File: config.mk
export PLATFORM = sky130hd
export DESIGN_NAME = button_conditioner
export DESIGN_NICKNAME = d
export VERILOG_FILES = /design/src/rtl/button_conditioner_pkg.sv /design/src/rtl/button_conditioner_debounce_bit.sv /design/src/rtl/button_conditioner.sv
export SDC_FILE = /design/constraint.sdc
export NUM_CORES = 1
export LEC_CHECK = 0
export CAP_MARGIN = 20
export CORE_AREA = 2 2 95 97
export DETAILED_ROUTE_END_ITERATION = 6
export DIE_AREA = 0 0 97 99
export GPL_TIMING_DRIVEN = 1
export PLACE_DENSITY = 0.67
export SYNTH_ARGS = -nofsm -noshare
export SYNTH_HDL_FRONTEND = slang
export SYNTH_SLANG_ARGS = --single-unit
File: constraint.sdc
create_clock -name clk_i -period 4.2 [get_ports clk_i]
set_clock_uncertainty 0.1 [all_clocks]
set_input_delay 0.84 -clock clk_i [delete_from_list [all_inputs] [get_ports clk_i]]
set_output_delay 0.84 -clock clk_i [all_outputs]
set_load 0.01 [all_outputs]
File: src/rtl/button_conditioner_pkg.sv
// Shared state encoding and default timing constants for the button conditioner.
package button_conditioner_pkg;

   localparam int unsigned CLK_HZ_DEFAULT          = 12_000_000;
   localparam int unsigned DEBOUNCE_CYCLES_DEFAULT = CLK_HZ_DEFAULT / 100;  // 10 ms
   localparam int unsigned HOLD_CYCLES_DEFAULT     = CLK_HZ_DEFAULT;        // 1 s

   typedef enum logic [1:0] {
      IDLE_LOW,
      CHECK_HIGH,
      IDLE_HIGH,
      CHECK_LOW
   } debounce_state_e;

endpackage

File: src/rtl/button_conditioner_debounce_bit.sv
// Single-bit debouncer: qualifies a synchronized level and emits stable/press/release,
// plus a long-press level when BUTTON_CONDITIONER_HOLD_EN is defined.
module debounce_bit
   import button_conditioner_pkg::*;
#(
   parameter int unsigned debounce_cycles_p = DEBOUNCE_CYCLES_DEFAULT,
   parameter int unsigned hold_cycles_p     = HOLD_CYCLES_DEFAULT
) (
   input  logic clk_i,
   input  logic reset_i,
   input  logic sync_i,
   output logic stable_o,
   output logic press_o,
   output logic release_o,
   output logic hold_o
);

   localparam int unsigned      CntW    = $clog2(debounce_cycles_p + 1);
   localparam logic [CntW-1:0]  CntLast = CntW'(debounce_cycles_p - 1);
   localparam logic [CntW-1:0]  CntOne  = CntW'(1);

   if ((debounce_cycles_p == 0) || (hold_cycles_p == 0)) begin : g_bad_params
      $error("debounce_bit: debounce_cycles_p and hold_cycles_p must be >= 1");
   end

   debounce_state_e  r_state;
   logic [CntW-1:0]  r_count;
   logic             r_stable;
   logic             r_press;
   logic             r_release;

   // The first differing sample already counts, so acceptance lands exactly
   // debounce_cycles_p cycles after the synced change.
   always_ff @(posedge clk_i or posedge reset_i) begin
      if (reset_i) begin
         r_state   <= IDLE_LOW;
         r_count   <= '0;
         r_stable  <= 1'b0;
         r_press   <= 1'b0;
         r_release <= 1'b0;
      end else begin
         r_press   <= 1'b0;
         r_release <= 1'b0;
         case (r_state)
            IDLE_LOW: begin
               if (sync_i) begin
                  if (debounce_cycles_p == 1) begin
                     r_state  <= IDLE_HIGH;
                     r_stable <= 1'b1;
                     r_press  <= 1'b1;
                  end else begin
                     r_state <= CHECK_HIGH;
                     r_count <= CntOne;
                  end
               end
            end
            CHECK_HIGH: begin
               if (!sync_i) begin
                  r_state <= IDLE_LOW;
                  r_count <= '0;
               end else if (r_count == CntLast) begin
                  r_state  <= IDLE_HIGH;
                  r_count  <= '0;
                  r_stable <= 1'b1;
                  r_press  <= 1'b1;
               end else begin
                  r_count <= r_count + CntOne;
               end
            end
            IDLE_HIGH: begin
               if (!sync_i) begin
                  if (debounce_cycles_p == 1) begin
                     r_state   <= IDLE_LOW;
                     r_stable  <= 1'b0;
                     r_release <= 1'b1;
                  end else begin
                     r_state <= CHECK_LOW;
                     r_count <= CntOne;
                  end
               end
            end
            CHECK_LOW: begin
               if (sync_i) begin
                  r_state <= IDLE_HIGH;
                  r_count <= '0;
               end else if (r_count == CntLast) begin
                  r_state   <= IDLE_LOW;
                  r_count   <= '0;
                  r_stable  <= 1'b0;
                  r_release <= 1'b1;
               end else begin
                  r_count <= r_count + CntOne;
               end
            end
            default: begin
               r_state <= IDLE_LOW;
               r_count <= '0;
            end
         endcase
      end
   end

   assign stable_o  = r_stable;
   assign press_o   = r_press;
   assign release_o = r_release;

`ifdef BUTTON_CONDITIONER_HOLD_EN
   localparam int unsigned       HoldW    = $clog2(hold_cycles_p + 1);
   localparam logic [HoldW-1:0]  HoldMax  = HoldW'(hold_cycles_p);
   localparam logic [HoldW-1:0]  HoldLast = HoldW'(hold_cycles_p - 1);

   logic              w_accept_fall;
   logic [HoldW-1:0]  r_hold_count;
   logic              r_hold;

   // Same condition that drops r_stable, so hold_o falls together with release_o.
   assign w_accept_fall = !sync_i &&
                          (((r_state == CHECK_LOW) && (r_count == CntLast)) ||
                           ((r_state == IDLE_HIGH) && (debounce_cycles_p == 1)));

   always_ff @(posedge clk_i or posedge reset_i) begin
      if (reset_i) begin
         r_hold_count <= '0;
         r_hold       <= 1'b0;
      end else if (!r_stable || w_accept_fall) begin
         r_hold_count <= '0;
         r_hold       <= 1'b0;
      end else if (r_hold_count != HoldMax) begin
         r_hold_count <= r_hold_count + HoldW'(1);
         if (r_hold_count == HoldLast) begin
            r_hold <= 1'b1;
         end
      end
   end

   assign hold_o = r_hold;
`else
   assign hold_o = 1'b0;
`endif

endmodule

File: src/rtl/button_conditioner.sv
// Conditions raw button pins into synchronized, debounced levels and press/release pulses.
// Optional long-press output enabled by defining BUTTON_CONDITIONER_HOLD_EN.
module button_conditioner
   import button_conditioner_pkg::*;
#(
   parameter int unsigned width_p           = 3,
   parameter int unsigned sync_stages_p     = 2,
   parameter int unsigned debounce_cycles_p = DEBOUNCE_CYCLES_DEFAULT,
   parameter bit          invert_p          = 1'b0,
   parameter int unsigned hold_cycles_p     = HOLD_CYCLES_DEFAULT
) (
   input  logic               clk_i,
   input  logic               reset_i,
   input  logic [width_p-1:0] btn_async_unsafe_i,
   output logic [width_p-1:0] btn_o,
   output logic [width_p-1:0] press_o,
   output logic [width_p-1:0] release_o,
   output logic [width_p-1:0] hold_o
);

   if (sync_stages_p < 2) begin : g_bad_sync
      $error("button_conditioner: sync_stages_p must be >= 2");
   end

   logic [width_p-1:0] w_raw;
   logic [width_p-1:0] r_sync [sync_stages_p];

   assign w_raw = invert_p ? ~btn_async_unsafe_i : btn_async_unsafe_i;

   // Plain flop chain per bit; nothing between stages.
   always_ff @(posedge clk_i or posedge reset_i) begin
      if (reset_i) begin
         for (int unsigned i = 0; i < sync_stages_p; i++) begin
            r_sync[i] <= '0;
         end
      end else begin
         r_sync[0] <= w_raw;
         for (int unsigned i = 1; i < sync_stages_p; i++) begin
            r_sync[i] <= r_sync[i-1];
         end
      end
   end

   for (genvar g = 0; g < width_p; g++) begin : g_bit
      debounce_bit #(
         .debounce_cycles_p (debounce_cycles_p),
         .hold_cycles_p     (hold_cycles_p)
      ) u_debounce_bit (
         .clk_i     (clk_i),
         .reset_i   (reset_i),
         .sync_i    (r_sync[sync_stages_p-1][g]),
         .stable_o  (btn_o[g]),
         .press_o   (press_o[g]),
         .release_o (release_o[g]),
         .hold_o    (hold_o[g])
      );
   end

endmodule

Word-level counts from Yosys, hierarchy flattened
Cells that the tools add are included.
- bits in latches: 0
- bits of input ports: 5
- memories kept: 0
- bits in writable memories: 0
- register bits: 72
- bits in read-only memories: 0
- order comparisons: 0
- $add $sub $neg: 3
- div/mod/pow operators: 0
- eq/ne operators: 36
- mux-type cells: 69
- reduce and logical (&&, ||, !) cells: 15
- $mul: 0
- bitwise operators: 0
- shift-type cells: 0
- operator list (kind ; count):
    two-way mux 17 bit ; 15
    one-hot mux 17 bit (4 select lines) ; 3
    adder 17 x 1 -> 17 bit (second input constant) ; 3
    == test 17 bit (second input constant) ; 3
    two-way mux 2 bit ; 18
    two-way mux 1 bit ; 27
    inequality test 2 bit (second input constant) ; 12
    one-hot mux 2 bit (4 select lines) ; 3
    inequality test 3 x 2 -> 1 bit (second input constant) ; 6
    AND reduction 5 bit ; 3
    == test 2 bit (second input constant) ; 6
    inequality test 2 x 1 -> 1 bit (second input constant) ; 6
    AND reduction 4 bit ; 3
    == test 2 x 1 -> 1 bit (second input constant) ; 3
    logical NOT 2 bit ; 3
    one-hot mux 1 bit (2 select lines) ; 3
    AND reduction 2 bit ; 3
    nonzero test 2 bit ; 3

Longest topological paths before layout
- word-level depth: 4
- gate-level depth with buffers: 8
- gate-level depth less buffers: 6

Modules after synthesis
From an unflattened synthesis, not the netlist that was laid out.
- cells, all modules: 401
- area total of the unflattened synthesis: 3952.5 µm²
- modules (own cells, without submodules) (module ; sequential area each (µm²) ; times used ; cells an instance ; area each (µm²)):
    debounce_bit at g_bit[0].u_debounce_bit ... ; 550.5 ; 2 ; 132 ; 1282.5
    debounce_bit at g_bit[2].u_debounce_bit ; 550.5 ; 1 ; 130 ; 1233.7
    button_conditioner ; 150.1 ; 1 ; 7 ; 153.9

Least setup slack after synthesis
Ideal clock, no wire load.
- kind: reg-to-reg
- from: register g_bit[0].u_debounce_bit.r_count[0]
- to: register g_bit[0].u_debounce_bit.r_count[7]
- buffers on the path: 2
- path slack: 2.275 ns
- period minus slack after synthesis: 1.925 ns
- library setup time: 0.065 ns
- arrival: 1.760 ns
- cell stages (with the launch flop): 9
- cell sequence: dfrtp_1 -> ha_1 -> and4_1 -> and4_4 -> or2_1 -> buf_6 -> buf_6 -> o211ai_1 -> o21a_1
- cells in the longest elaborated chain, start to end: 4
- elaborated cells between the ends (all ways): 6
- ends and longest elaborated chain (what ; line ; source):
    from (decl) ; button_conditioner_debounce_bit.sv:27 ; logic [CntW-1:0] r_count;
    from (signal assigned) ; button_conditioner_debounce_bit.sv:53 ; r_count <= CntOne;
    from (signal assigned) ; button_conditioner_debounce_bit.sv:67 ; r_count <= r_count + CntOne;
    from (signal assigned) ; button_conditioner_debounce_bit.sv:78 ; r_count <= CntOne;
    adder 17 x 1 -> 17 bit / == test 17 bit (equally long branches) ; - ;
    two-way mux 17 bit * ; button_conditioner_debounce_bit.sv:61, button_conditioner_debounce_bit.sv:86 ;
    two-way mux 17 bit (on tied branches) ; button_conditioner_debounce_bit.sv:83, button_conditioner_debounce_bit.sv:58 ;
    one-hot mux 17 bit (4 select lines) * ; button_conditioner_debounce_bit.sv:44 ; case (r_state)
Mark *: on every way between the ends. The rest lies on a longest branch, timed or not.
A chain may end at the register's enable or synchronous reset.

Final worst setup path
- from: register g_bit[0].u_debounce_bit.r_count[0]
- to: register g_bit[0].u_debounce_bit.r_count[8]
The elaborated chain is that of the path after synthesis.

==> impl_summary.md <==
Status
The flow ran to the end, and the final reports show no timing, DRC or antenna violations.

Synthesis
The mean instance size in the synthesized netlist is roughly 9.6 µm². The sequential share of the synthesized area is 0.479. Yosys mapped the design onto 57 distinct sky130hd cell types. The area of the mapped netlist is between 0.003 and 0.004 mm².

Synthesis produced slightly below 400 cells. In the synthesized netlist the async set-or-reset flop fraction comes to 1.00. For this run, the leading register cell type out of synthesis is dfrtp_1.

In this run, synthesis produced a sequential element count of 72. The number of warnings printed during yosys synthesis is 0. The count of flip-flops with a built-in enable after synthesis is 0.

CTS
Clock tree synthesis found a total of 72 sinks. After clock tree synthesis, the clock-pin slew on the worst setup and hold paths is roughly 0.08 ns. Gates resized during post-CTS repair numbered 0.

The number of buffers added to fix hold violations after cts is 0. The clock passes through at most 2 buffers. TritonCTS built the clock tree. The depth of the CTS H-tree is 3.

The clock latency at the later pin of the worst-skew pair is 0.35 ns. The number of buffers inserted during clock tree synthesis is 9. The number of buffers inserted by post-CTS setup repair is 0. The buffer cell driving the clock tree root is clkbuf_8.

Setup path
Data arrives at the worst endpoint at ~2.4 ns. The worst setup path is captured at a register. The type of element launching the critical path is a register.

The top fanout value on the critical path is 19. The kind of critical path is reg2reg. The data required time at the worst endpoint is 4.34 ns.

Detailed routing
The remaining antenna violation count is 0. Dividing the detail-routed wire length by the instance count gives 14.8 µm. The routed design has between 7000 and 8000 µm of wire. For this run, the detailed router's first-pass iteration total came to 4. The count of unresolved DRC violations after routing is 0. In this run, the number of DRC markers left after iteration 0 of detailed routing was between 200 and 250. In the routed layout, each cell is associated on average with a via count of about 5.7. The total via count in the routed design is slightly below 3000.

STA
At the pin with the least slew margin, the transition time is ~0.8 ns. Based on the critical path, the design can be clocked at up to approximately 0.44 GHz. Setup repair after global routing left no endpoint under its margin. The hold violation count in the final report was 0. The final critical-path share of the clock period is 0.544. The worst pin sits at a relative slew slack of 0.468. Counting I/O delays and the setup requirement, the final critical path takes roughly 2.3 ns. The count of final setup violators is 0. The final max-slew violation count is 0. The final sum of negative setup slack is 0 ns.

Final layout
After the last flow step, the layout net total stands at a little over 400. The antenna cell count is 0. The area growth from synthesis to layout is 9.38%. At the end of the flow the core is filled with cells to 0.481.

The fraction of final layout cells with drive strength greater than 1 is 0.0923.

Die
During I/O placement, the number of pins put on the boundary was 17. The floorplan has 34 rows. The initial core utilization is 0.440. The overall die area is 0.00960 mm².

The die extent in x is 97 µm. Measured along the y axis, the die boundary spans 99 µm. The core region is approximately 0.0086 mm².

Global routing
The first global-routing pass estimated about 13000 µm of wire. Across every metal layer, demand over resource in global routing totals 0.169. The number of antenna violations at the first check in global routing is 0. The met2 layer usage reported by global route is 0.279. The via count of the first global-routing pass is a little under 3000. After global routing, the most crowded layer is met2. The global route total overflow is 0. The largest net degree at the start of global routing is 31. The met1 routing resource usage after global routing is 0.209. The global-route track usage on met3 is 0.0454.

Power
In this run the power density over the cells is about 360 mW/mm². The worst-case IR drop observed on VDD is approximately 0.25 mV. The leakage power total is roughly 1.7 nW.

Place
The final estimated routing congestion in global placement is slightly above 0.8. Input and output buffers added on the ports amount to 13. Once detailed placement completed, the half-perimeter wirelength came to around 5200 µm.

Run
Max-cap violations in this run came to 0.

Worst hold path
The kind of path behind the tightest hold check is reg2reg.
[synth_stat cells (all sizes together) (5+ instances only)]
master,instances,area (µm²)
a41oi,6,60.1
dfrtp,72,1800
nand4,12,75.1
a21o,5,37.5
clkbuf,6,22.5
buf,17,128
and2,5,31.3
or3,8,50.1
nand2,46,178
xor2,8,85.1
a31oi,20,125
inv,11,41.3
nor3,11,55.1
a21oi,21,105
nor2,22,95.1
and3,8,50.1
o21ai,30,150
nand3,19,95.1
nand4bb,5,56.3
and4,7,63.8
or2,8,52.6
[flip-flops by register name, indices dropped and copies added (netlist names), named ones only]
name / cells
r_sync: 6
g_bit.u_debounce_bit.stable_o: 3
g_bit.u_debounce_bit.release_o: 3
g_bit.u_debounce_bit.r_state: 3
g_bit.u_debounce_bit.press_o: 3
g_bit.u_debounce_bit.r_count: 51
[cell usage in the layout (no fill, tap or decap), types with 4 or more instances in the layout]
cell type	netlist	layout
dfrtp_1	72	72
nand2_1	44	44
a21oi_1	21	21
o21ai_0	21	21
a31oi_1	20	20
nand3_1	19	19
nor2_1	19	19
clkdlybuf4s50_1	0	13
nand4_1	12	12
nor3_1	11	11
inv_1	11	10
clkbuf_8	0	10
o21ai_1	9	9
and3_1	8	8
or3_1	8	8
xor2_1	6	6
and4_1	6	6
nand4bb_1	5	5
and2_1	5	5
a21o_1	5	5
a41oi_1	5	5
or2_2	4	4
a22o_1	4	4
o211ai_1	4	4
o21a_1	4	4
[cells by family (layout without fill, tap and decap cells)]
logic type,count (synthesis),count (layout),share of synthesized area
simple gates,166,166,0.253
compound gates,103,103,0.173
flops,72,72,0.479
buf+inv,34,42,0.0509
xor+xnor,8,8,0.0226
mux,4,4,0.0110
fa+ha+maj,3,3,0.00998
other cells,1,3,0.000997
[report_power, final]
| group | switching (mW) | internal, mW | total (mW) |
|---|---|---|---|
| combinational | 0.108 | 0.0619 | 0.170 |
| sequential | 0.0498 | 0.730 | 0.780 |
| clock | 0.255 | 0.286 | 0.541 |
| total | 0.413 | 1.08 | 1.49 |
[metrics by stage]
| step | area [µm²] | cells | setup slack, ns | hold slack (ns) | power [mW] |
|---|---|---|---|---|---|
| after floorplan | 3770 | 393 | 1.44 | 0.231 | 0.926 |
| after global placement | 3900 | 493 | 1.79 | 0.235 | 0.954 |
| after detailed placement | 3920 | 494 | 1.94 | 0.236 | 0.964 |
| after CTS | 4110 | 509 | 1.94 | 0.256 | 1.51 |
| after global routing | 4110 | 509 | 1.75 | 0.264 | 1.57 |
| final | 4110 | 509 | 1.92 | 0.252 | 1.49 |
[critical path, stage by stage, from the launching register on]
cell and delay (ns):
dfrtp_1 0.42, ha_1 0.23, and4_1 0.28, and4_4 0.25, or2_1 0.50, o21ai_0 0.19, a32o_1 0.23
[area by class of cell]
| cell class | count | area, µm² |
|---|---|---|
| fill | 827 | 4440 |
| inverter | 11 | 41.3 |
| multi-input combinational | 287 | 1770 |
| tap | 108 | 135 |
| timing repair buffer | 16 | 165 |
| sequential | 72 | 1800 |
| clock buffer | 10 | 138 |
| clock inverter | 5 | 57.6 |
[final timing paths]
kind | startpoint | to | slack, ns | cells after the start
max | g_bit[0].u_debounce_bit.r_count[0] | g_bit[0].u_debounce_bit.r_count[8] | 1.92 | 6
min reg2reg | r_sync[4] | r_sync[1] | 0.25 | 0
max in group asynchronous | reset_i | g_bit[1].u_debounce_bit.r_count[12] | 2.55 | 4
min in group asynchronous | reset_i | g_bit[2].u_debounce_bit.r_count[10] | 0.74 | 2
max reg2reg | g_bit[0].u_debounce_bit.r_count[0] | g_bit[0].u_debounce_bit.r_count[8] | 1.92 | 6
min | r_sync[4] | r_sync[1] | 0.25 | 0
[per-layer routing]
layer / wire length [µm] / up-vias
li1: - / 1441
met3: 252 / 9
met2: 3660 / 44
met4: 101 / 0
met5: 0 / -
met1: 3500 / 1423
(Power assumes the default switching activity.)
==> edit, RTL diff (config.mk and constraints unchanged) <==
Set the package constant `CLK_HZ_DEFAULT` to 6_000_000 (it was 12_000_000).
--- a/src/rtl/button_conditioner_pkg.sv
+++ b/src/rtl/button_conditioner_pkg.sv
@@ -3,3 +3,3 @@
 
-   localparam int unsigned CLK_HZ_DEFAULT          = 12_000_000;
+   localparam int unsigned CLK_HZ_DEFAULT          = 6_000_000;
    localparam int unsigned DEBOUNCE_CYCLES_DEFAULT = CLK_HZ_DEFAULT / 100;  // 10 ms
Function: no difference found for any inputs over 10 cycles, from zero or initial values and one cycle with reset_i high; that may be too few to reach the edited logic, so the function may still have changed.
==> edit against the original RTL <==
- power down 2.4%
- worst setup slack worse by 55 ps
- via count down 5.4%
- final cell count down 2.9%
- wire length down 11%
- cell area down 5.8%
- sequential cell count down 3
- die area unchanged
- non-clock buffer count down 1
- area after synthesis down 4.8%
- global-route usage down 2.1 points
- sequential power down 3.8%
- hold slack worse by 2.6 ps
- critical path type unchanged
- largest cell class unchanged
==> edit: results (changes against the original RTL) <==
DRIVE_ABOVE_1_SHARE_PCT=7.51  # was 9.23%
LAYOUT_TOP_REGISTERS='g_bit.u_debounce_bit.r_count (48), r_sync (6)'  # was g_bit.u_debounce_bit.r_count (51), r_sync (6)
TIMING_WORST_SLEW_PIN_VALUE_PS=768  # was 798 ps
DRT-VIAS-PER-INSTANCE=5.59  # was 5.73
GRT_MAX_DEGREE=32  # was 31
YOSYS_MOST_USED_DFF='sky130_fd_sc_hd__dfrtp_1'  # unchanged
SYNTH-XOR-AREA-SHARE_PCT=2.20  # was 2.26%
ARRIVAL_PS=2460  # was 2430 ps
GRT_FIRST_PASS_WIRELENGTH_MM=11.7  # was 13.3 mm
NUM-NETS-FINAL=391  # was 405
DRT-PASS1-ITER-COUNT=5  # was 4
GR-USAGE-ALL-LAYERS_PCT=14.8  # was 16.9%
POSTROUTEWIRELENGTH_MM=6.72  # was 7.51 mm
YS.WARNINGS.COUNT=0  # unchanged
HTREE_NUM_LEVELS=3  # unchanged
CTSLONGESTPATHBUFFERS=2  # unchanged
CELLLEAKAGEPOWER_nW=1.58  # was 1.71 nW
CTS_BUFFERS=9  # unchanged
CTS.REPAIR_TIMING.SETUP_BUFFER_COUNT=0  # unchanged
NUM_ANTENNA_CELLS=0  # unchanged
CLKTRANSATPATHREGS_PS=70
TOP_CELLS_BY_INSTANCE_COUNT_AFTER_SYNTHESIS='sky130_fd_sc_hd__dfrtp_1, sky130_fd_sc_hd__nand2_1, sky130_fd_sc_hd__o21ai_0'  # was sky130_fd_sc_hd__dfrtp_1, sky130_fd_sc_hd__nand2_1, sky130_fd_sc_hd__a21oi_1, sky130_fd_sc_hd__o21ai_0, sky130_fd_sc_hd__a31oi_1
SYNTH.AREA.MUX_SHARE_PCT=0.419  # was 1.10%
REG2REG_DEPTH=6  # unchanged
SYNTH_ADDER_AREA_SHARE_PCT=1.05  # was 0.998%
FINAL.FILL_COUNT=781  # was 827
OUTCOME='completed'  # unchanged
PATH_MAX_FANOUT=10  # was 19
FIRST_ITER_VIOLATIONS=155  # was 207
PLACE.GP.CONGESTION=0.838  # was 0.824
IR_DROP_uV=153  # was 249 uV
YS_SEQ_AREA_SHARE_PCT=48.2  # was 47.9%
SYNTH_COMPOUND_AREA_SHARE_PCT=16.1  # was 17.3%
GRT_PASS1_VIAS=2531  # was 2884
HPWLAFTERDP_MM=4.57  # was 5.25 mm
MIN_PATH_CELLS=0  # unchanged
SYNTH_TOP_CELLS_BY_AREA='sky130_fd_sc_hd__dfrtp_1, sky130_fd_sc_hd__o21ai_0, sky130_fd_sc_hd__nand3_1'  # was sky130_fd_sc_hd__dfrtp_1, sky130_fd_sc_hd__nand2_1, sky130_fd_sc_hd__a31oi_1
## edit: cell count changes in the layout (fill, tap and decap cells not counted), moves of 4 or more
cell	before	now
sky130_fd_sc_hd__inv_1	10	14
sky130_fd_sc_hd__nand4_1	12	7
sky130_fd_sc_hd__o21ai_0	21	36
sky130_fd_sc_hd__nand2_1	44	36
sky130_fd_sc_hd__a41oi_1	5	1
sky130_fd_sc_hd__or3_1	8	12
sky130_fd_sc_hd__o21ai_1	9	1
sky130_fd_sc_hd__nand3_1	19	30
## edit: layer usage
layer,global-route usage (%),wire (um)
met5,0,0
met4,5.85,110
met3,4.61,255
met2,22.6,3040
met1,19.9,3310
## edit: report_power, final
group	switching (W)	internal [W]	total, W
Clock	0.000229	0.000238	0.000467
Sequential	0.0000511	0.000699	0.000750
Combinational	0.000150	0.0000882	0.000238
## edit: metrics by stage
step	setup WS [ps]	power [W]	instances	area, sq um	hold WS, ps
2_1_floorplan	1520	0.000969	379	3590	231
3_3_place_gp	1980	0.000992	480	3710	238
3_5_place_dp	1890	0.000998	480	3710	237
4_1_cts	1870	0.00147	494	3870	254
5_1_grt	1680	0.00155	494	3870	258
6_report	1860	0.00145	494	3870	249
## edit: logic make-up after synthesis
group,after synthesis
xor+xnor,9
buf+inv,37
mux,1
other cells,1
fa+ha+maj,3
compound gates,97
simple gates,160
flops,69
## edit: worst max-delay path: stages (launching register included)
cell and delay, ps:
sky130_fd_sc_hd__dfrtp_1 400, sky130_fd_sc_hd__ha_1 240, sky130_fd_sc_hd__nand4_2 170, sky130_fd_sc_hd__nor4_4 580
sky130_fd_sc_hd__or2_1 360, sky130_fd_sc_hd__nand2_4 70, sky130_fd_sc_hd__mux2_4 300
## edit: worst paths after layout
check | from | endpoint | slack (ps)
max | g_bit[0].u_debounce_bit.r_count[0] | flop | 1860
min | r_sync[5] | r_sync[2] | 250
max reg2reg | g_bit[0].u_debounce_bit.r_count[0] | flop | 1860
min reg2reg | r_sync[5] | r_sync[2] | 250
max in group asynchronous | reset_i | asynchronous set/reset pin | 2630
min in group asynchronous | reset_i | g_bit[1].u_debounce_bit.r_count[10] | 670
## edit: layout make-up
cell class                 instances  area share, %
multi-input combinational        273           42.5
clock inverter                     2          0.258
sequential                        69           44.6
inverter                          15           1.45
clock buffer                      12           4.01
timing repair buffer              15           3.75
tap                              108           3.49
